--- src/rtl/demux_pkg.sv ---
// Shared constants and helpers for the 1-to-P stream demultiplexer.
package demux_pkg;

    localparam int unsigned DefaultN = 2;
    localparam int unsigned DefaultW = 8;

    function automatic int unsigned chan_count(input int unsigned n);
        return 32'd1 << n;
    endfunction

endpackage

--- src/rtl/demux_chan_reg.sv ---
// One-entry output slot: load has priority over drain, otherwise the word is held.
module demux_chan_reg #(
    parameter int unsigned W = 8
) (
    input  logic         i_clk,
    input  logic         i_rst,
    input  logic         i_load,
    input  logic [W-1:0] i_data,
    input  logic         i_ready,
    output logic         o_valid,
    output logic [W-1:0] o_data
);

    logic         r_valid;
    logic [W-1:0] r_data;

    always_ff @(posedge i_clk or posedge i_rst) begin
        if (i_rst) begin
            r_valid <= 1'b0;
            r_data  <= '0;
        end else if (i_load) begin
            r_valid <= 1'b1;
            r_data  <= i_data;
        end else if (i_ready && r_valid) begin
            // Drain clears only the valid flag; the stale word stays put.
            r_valid <= 1'b0;
        end
    end

    assign o_valid = r_valid;
    assign o_data  = r_data;

endmodule

--- src/rtl/stream_demux_1_to_p.sv ---
// Registered, handshaked 1-to-P demultiplexer with optional all-or-nothing broadcast.
module stream_demux_1_to_p
    import demux_pkg::*;
#(
    parameter  int unsigned N = DefaultN,
    parameter  int unsigned W = DefaultW,
    localparam int unsigned P = chan_count(N)
) (
    input  logic           i_clk,
    input  logic           i_rst,
    input  logic           i_in_valid,
    output logic           o_in_ready,
    input  logic [W-1:0]   i_in_data,
    input  logic [N-1:0]   i_in_sel,
    input  logic           i_in_bcast,
    output logic [P-1:0]   o_out_valid,
    input  logic [P-1:0]   i_out_ready,
    output logic [P*W-1:0] o_out_data,
    output logic           o_busy
);

    logic [P-1:0] w_free;
    logic [P-1:0] w_target;
    logic [P-1:0] w_load;
    logic         w_accept;

    // A slot draining this cycle counts as free so it can reload on the same edge.
    assign w_free = ~o_out_valid | i_out_ready;

    always_comb begin
        w_target = '0;
        if (i_in_bcast) begin
            w_target = '1;
        end else begin
            w_target[i_in_sel] = 1'b1;
        end
    end

    assign o_in_ready = i_in_bcast ? (&w_free) : w_free[i_in_sel];
    assign w_accept   = i_in_valid & o_in_ready;
    assign w_load     = {P{w_accept}} & w_target;
    assign o_busy     = |o_out_valid;

    for (genvar p = 0; p < P; p++) begin : g_chan
        demux_chan_reg #(
            .W(W)
        ) u_chan (
            .i_clk  (i_clk),
            .i_rst  (i_rst),
            .i_load (w_load[p]),
            .i_data (i_in_data),
            .i_ready(i_out_ready[p]),
            .o_valid(o_out_valid[p]),
            .o_data (o_out_data[p*W +: W])
        );
    end

endmodule

--- config.mk ---
export PLATFORM = sky130hd
export DESIGN_NAME = stream_demux_1_to_p
export DESIGN_NICKNAME = d
export VERILOG_FILES = /design/src/rtl/demux_pkg.sv /design/src/rtl/demux_chan_reg.sv /design/src/rtl/stream_demux_1_to_p.sv
export SDC_FILE = /design/constraint.sdc
export NUM_CORES = 1
export LEC_CHECK = 0
export CAP_MARGIN = 0
export CORE_ASPECT_RATIO = 0.5
export CORE_MARGIN = 1
export CORE_UTILIZATION = 45
export CTS_CLUSTER_DIAMETER = 50
export DETAILED_ROUTE_END_ITERATION = 6
export PLACE_DENSITY = 0.8
export SYNTH_ARGS = -nofsm -noshare
export SYNTH_HDL_FRONTEND = slang
export SYNTH_SLANG_ARGS = --single-unit
--- constraint.sdc ---
create_clock -name i_clk -period 3 [get_ports i_clk]
set_input_delay 0.6 -clock i_clk [delete_from_list [all_inputs] [get_ports i_clk]]
set_output_delay 0.6 -clock i_clk [all_outputs]
set_load 0.01 [all_outputs]
Word-level counts from Yosys, hierarchy flattened

Cells that the tools add are included.

Register bits after elaboration: 36
Input port bits: 18
Output and inout port bits: 38
Word-level logic and storage cells: 39

Magnitude comparators: 2
Mux-type cells: 14
Bitwise gates (word level): 4
Reductions and logical operators: 11

Operators with widths:

| kind                                                                          | number |
|---|---|
| 1-bit 2-to-1 mux                                                              | 11 |
| 2-bit nonzero test                                                            | 4 |
| 1-bit logical AND                                                             | 5 |
| 4-bit AND                                                                     | 1 |
| 4-bit 2-to-1 mux                                                              | 1 |
| 4-bit NOT                                                                     | 1 |
| 4-bit bitwise OR                                                              | 1 |
| 4-bit AND reduction                                                           | 1 |
| 4-bit OR reduction                                                            | 1 |
| 2-bit by 3-bit less-than comparator with 1-bit output (second input constant) | 1 |
| 1-bit binary-select mux with 2-bit select                                     | 1 |
| 1-bit demux with 2-bit select                                                 | 1 |
| 2-bit by 1-bit >= comparator with 1-bit output (second input constant)        | 1 |
| 1-bit AND                                                                     | 1 |

Logic depth before layout (Yosys ltp)

Depth after elaboration: 8
Mapped depth: 4
Mapped depth without buffers: 4

Modules after synthesis

Synthesis repeated with hierarchy kept, for this count alone.

Cell total of the unflattened synthesis: 106
Area, all modules: 1657.8 um2

Modules (own cells, without submodules):

| module              | instances | cells an instance | area an instance (um2) |
|---|---|---|---|
| demux_chan_reg      | 4         | 21                | 372.9 |
| stream_demux_1_to_p | 1         | 22                | 166.4 |

Worst setup path before layout

OpenSTA, ideal clock, no wires.

Path kind: input -> output
Start point: in i_in_sel[0]
End point: out o_in_ready
Arrival time: 1.456 ns
Data required time: 2.400 ns
Slack: 0.944 ns
Stages on the path: 3
Path buffers: 0
Cell sequence: or4bb_1 o221ai_4 nor3_1

Longest elaborated chain between the ends: 3

RTL lines:

| element                                   | line                      | text |
|---|---|---|
| start: declaration                        | stream_demux_1_to_p.sv:14 | `input logic [N-1:0] i_in_sel,` |
| 1-bit binary-select mux with 2-bit select | stream_demux_1_to_p.sv:39 | `assign o_in_ready = i_in_bcast ? (&w_free) : w_free[i_in_sel];` |
| 1-bit 2-to-1 mux (implied by the code)    | stream_demux_1_to_p.sv:39 |  |
| 1-bit 2-to-1 mux                          | stream_demux_1_to_p.sv:39 |  |
| end: declaration                          | stream_demux_1_to_p.sv:12 | `output logic o_in_ready,` |

No other way between the ends. The select of a mux whose other input is x is not followed.

Worst setup path after layout

Start point: in i_in_sel[1]
End point: out o_in_ready

Same word-level chain as after synthesis.

==> impl_metrics.toml <==
[pwr]
intPower_w = 0.00138
peakVddDrop_uv = 510
p_seq_share_pct = 38.3
p_sw_w = 0.000552
p_sw_share_pct = 28.6
combPwrFrac_pct = 39.7
powerDensity_mw_per_mm2 = 827
p_leak_nw = 0.986
clockPowerShare_pct = 22.0

[setup_path]
crit_arrival_ps = 2360
worstPathMaxFanout = 5
r2r_cells = 5
startpoint_type = "input port"
worstPathRequired_ps = 2400
critPathLaunch = "i_in_sel[1]"
worst_r2r_endpoint = "g_chan[1].u_chan.o_data[1]$_DFFE_PP0P_"
critPathKind = "input port to output pin"
cp-end-kind = "output pin"
critPathCapture = "o_in_ready"
regToRegSetupSlack_ps = 1000
r2r_start = "g_chan[3].u_chan.o_valid$_DFFE_PP0P_"

[clock_tree]
max-clock-path-buffers = 2
cts_made_buffers = 5
clock_sinks = 36
clock-root-buffer = "clkbuf_8"
clk_latency_ps = 290
post_cts_resized = 0
post_cts_buffers = 0
cts_tree = "done"
cts.hold.buffers_added = 0
clk_pin_slew_ps = 70
h-tree-depth = 2

[sta]
slew_headroom_pct = 37.5
worst_pin_slew_ps = 937
rsz0062_at_grt = "no"
finalHoldViolations = 0
slew_viol_final = 0
period_minus_slack_ps = 2960
tns_ps = 0
fmax_mhz = 338
finalSetupViolCount = 0
hold_ws_ps = 509
fin_crit_sh_pct = 98.7
finalClockSkew_ps = 3.91

[grt]
antenna_found_initial = 0
overflow = 0
grt_max_degree = 26
grt_pass1_wl_um = 5310
grt_pass1_vias = 1037
grtUsageTotal_pct = 19.1

[drt]
num_vias = 1038
wl_um = 3340
drc = 0
dr.pass1.iters = 4
wl_per_cell_um = 15.8
ant_nets = 0
avgViaCountPerCell = 4.90
drtIter0Drc = 43

[layout]
finalNetCount = 181
n_fill_cell = 216
diodes = 0
syn2layout_area_growth_pct = 44.0
drive_above_1_share_pct = 34.8

[floorplanning]
start_util_pct = 50.6
num_rows = 14
die_h_um = 44.5
die_w_um = 86.9
dieArea_mm2 = 0.00387
ios = 56
core_mm2 = 0.00321

[synthesis]
synth.distinct_cells = 21
synth-edff-count = 0
syn-num-nets = 120
dominantRegCellSynth = "dfrtp_1"
synth-seq-area-share_pct = 55.5
syn_avg_cell_area_um2 = 15.9
ys_ff_latch = 36
netlist_area_mm2 = 0.00162
yosys_warnings = 0
postSynthCellCount = 102
async_flop_share_pct = 100

[min_path]
hold_depth = 1
hp-start = "g_chan[0].u_chan.o_data[5]$_DFFE_PP0P_"
hold_path.class = "flip-flop to flip-flop"

[flow_run]
cap_violations = 0

[placement]
gp_congestion = 0.715
dp_hpwl_um = 2480
io_buffer_count = 55

[outcome]
status = "completed"
[stage by stage]
step / instances / worst slack (ps) / util (%) / area (um^2) / total power (W)
final: 212 / 38.0 / 72.9 / 2340 / 0.00193
after CTS: 212 / 48.8 / 72.9 / 2340 / 0.00195
after detailed placement: 204 / 61.3 / 69.4 / 2230 / 0.00153
after global routing: 212 / 7.82 / 72.9 / 2340 / 0.00203
after floorplan: 102 / 944 / - / 1620 / 0.00110
after global placement: 204 / 93.4 / 69.4 / 2230 / 0.00150
[kinds of logic after synthesis]
group | count (synthesis) | synth area share [%]
buffers and inverters | 10 | 3.24
AO/OA/AOI/OAI | 13 | 12.3
flip-flops | 36 | 55.5
AND/OR/NAND/NOR | 11 | 5.86
multiplexers | 32 | 23.1
[final cells by class]
cell class	count	area, um^2	share of cell area (%)
Sequential cell	36	901	38.5
Inverter	6	22.5	0.964
Clock buffer	5	68.8	2.94
Tap cell	48	60.1	2.57
Multi-Input combinational cell	56	669	28.6
Timing Repair Buffer	58	573	24.5
Clock inverter	3	42.5	1.82
[cell usage after synthesis, drive strengths merged (2+ instances only)]
cell | n | area (um^2)
mux2 | 32 | 375
a221oi | 3 | 78.8
nand2b | 3 | 18.8
buf | 4 | 30.0
a21oi | 2 | 10.0
a21o | 4 | 32.5
dfrtp | 36 | 901
or2b | 3 | 26.3
inv | 5 | 18.8
[power groups by stage]
stage	Sequential [W]	Combinational, W	Clock, W
6_report	0.000739	0.000767	0.000426
4_1_cts	0.000742	0.000779	0.000432
3_5_place_dp	0.000752	0.000774	0
3_3_place_gp	0.000746	0.000756	0
5_1_grt	0.000762	0.000810	0.000454
2_1_floorplan	0.000814	0.000289	0
[registers in the layout (all words and copies together), names as in the netlist]
name and flops:
g_chan.u_chan.o_data 32, g_chan.u_chan.o_valid 4
[worst min-delay path by stage]
stage	endpoint	slack [ps]
detailed placement	g_chan[1].u_chan.o_data[7]$_DFFE_PP0P_	490
global placement	g_chan[3].u_chan.o_data[4]$_DFFE_PP0P_	490
floorplan	g_chan[1].u_chan.o_valid$_DFFE_PP0P_	480
finish	g_chan[0].u_chan.o_data[5]$_DFFE_PP0P_	510
CTS	g_chan[1].u_chan.o_data[7]$_DFFE_PP0P_	510
global route	g_chan[1].u_chan.o_data[0]$_DFFE_PP0P_	530
[metal layers]
| layer | share of wire [%] | track usage [%] |
|---|---|---|
| met1 | 46 | 25.2 |
| met2 | 49 | 31.0 |
| met3 | 4.2 | 5.78 |
| met4 | 0.96 | 6.00 |
| met5 | 0 | 0 |
[layout by cell type (no fill, tap or decap), types with 2 or more instances in the layout]
master / count
a21o_1: 2
a21o_2: 2
a21oi_1: 2
a221oi_4: 3
buf_4: 3
clkbuf_8: 5
clkdlybuf4s50_1: 55
dfrtp_1: 36
inv_1: 5
mux2_2: 28
mux2_4: 4
nand2b_1: 3
or2b_2: 3
[critical path, stage by stage]
cell and delay (ps):
clkdlybuf4s50_1 550, or4bb_1 560, o221ai_4 100, nor3_1 80, clkdlybuf4s50_1 480
Note: power is estimated with default switching activity, not from simulation.
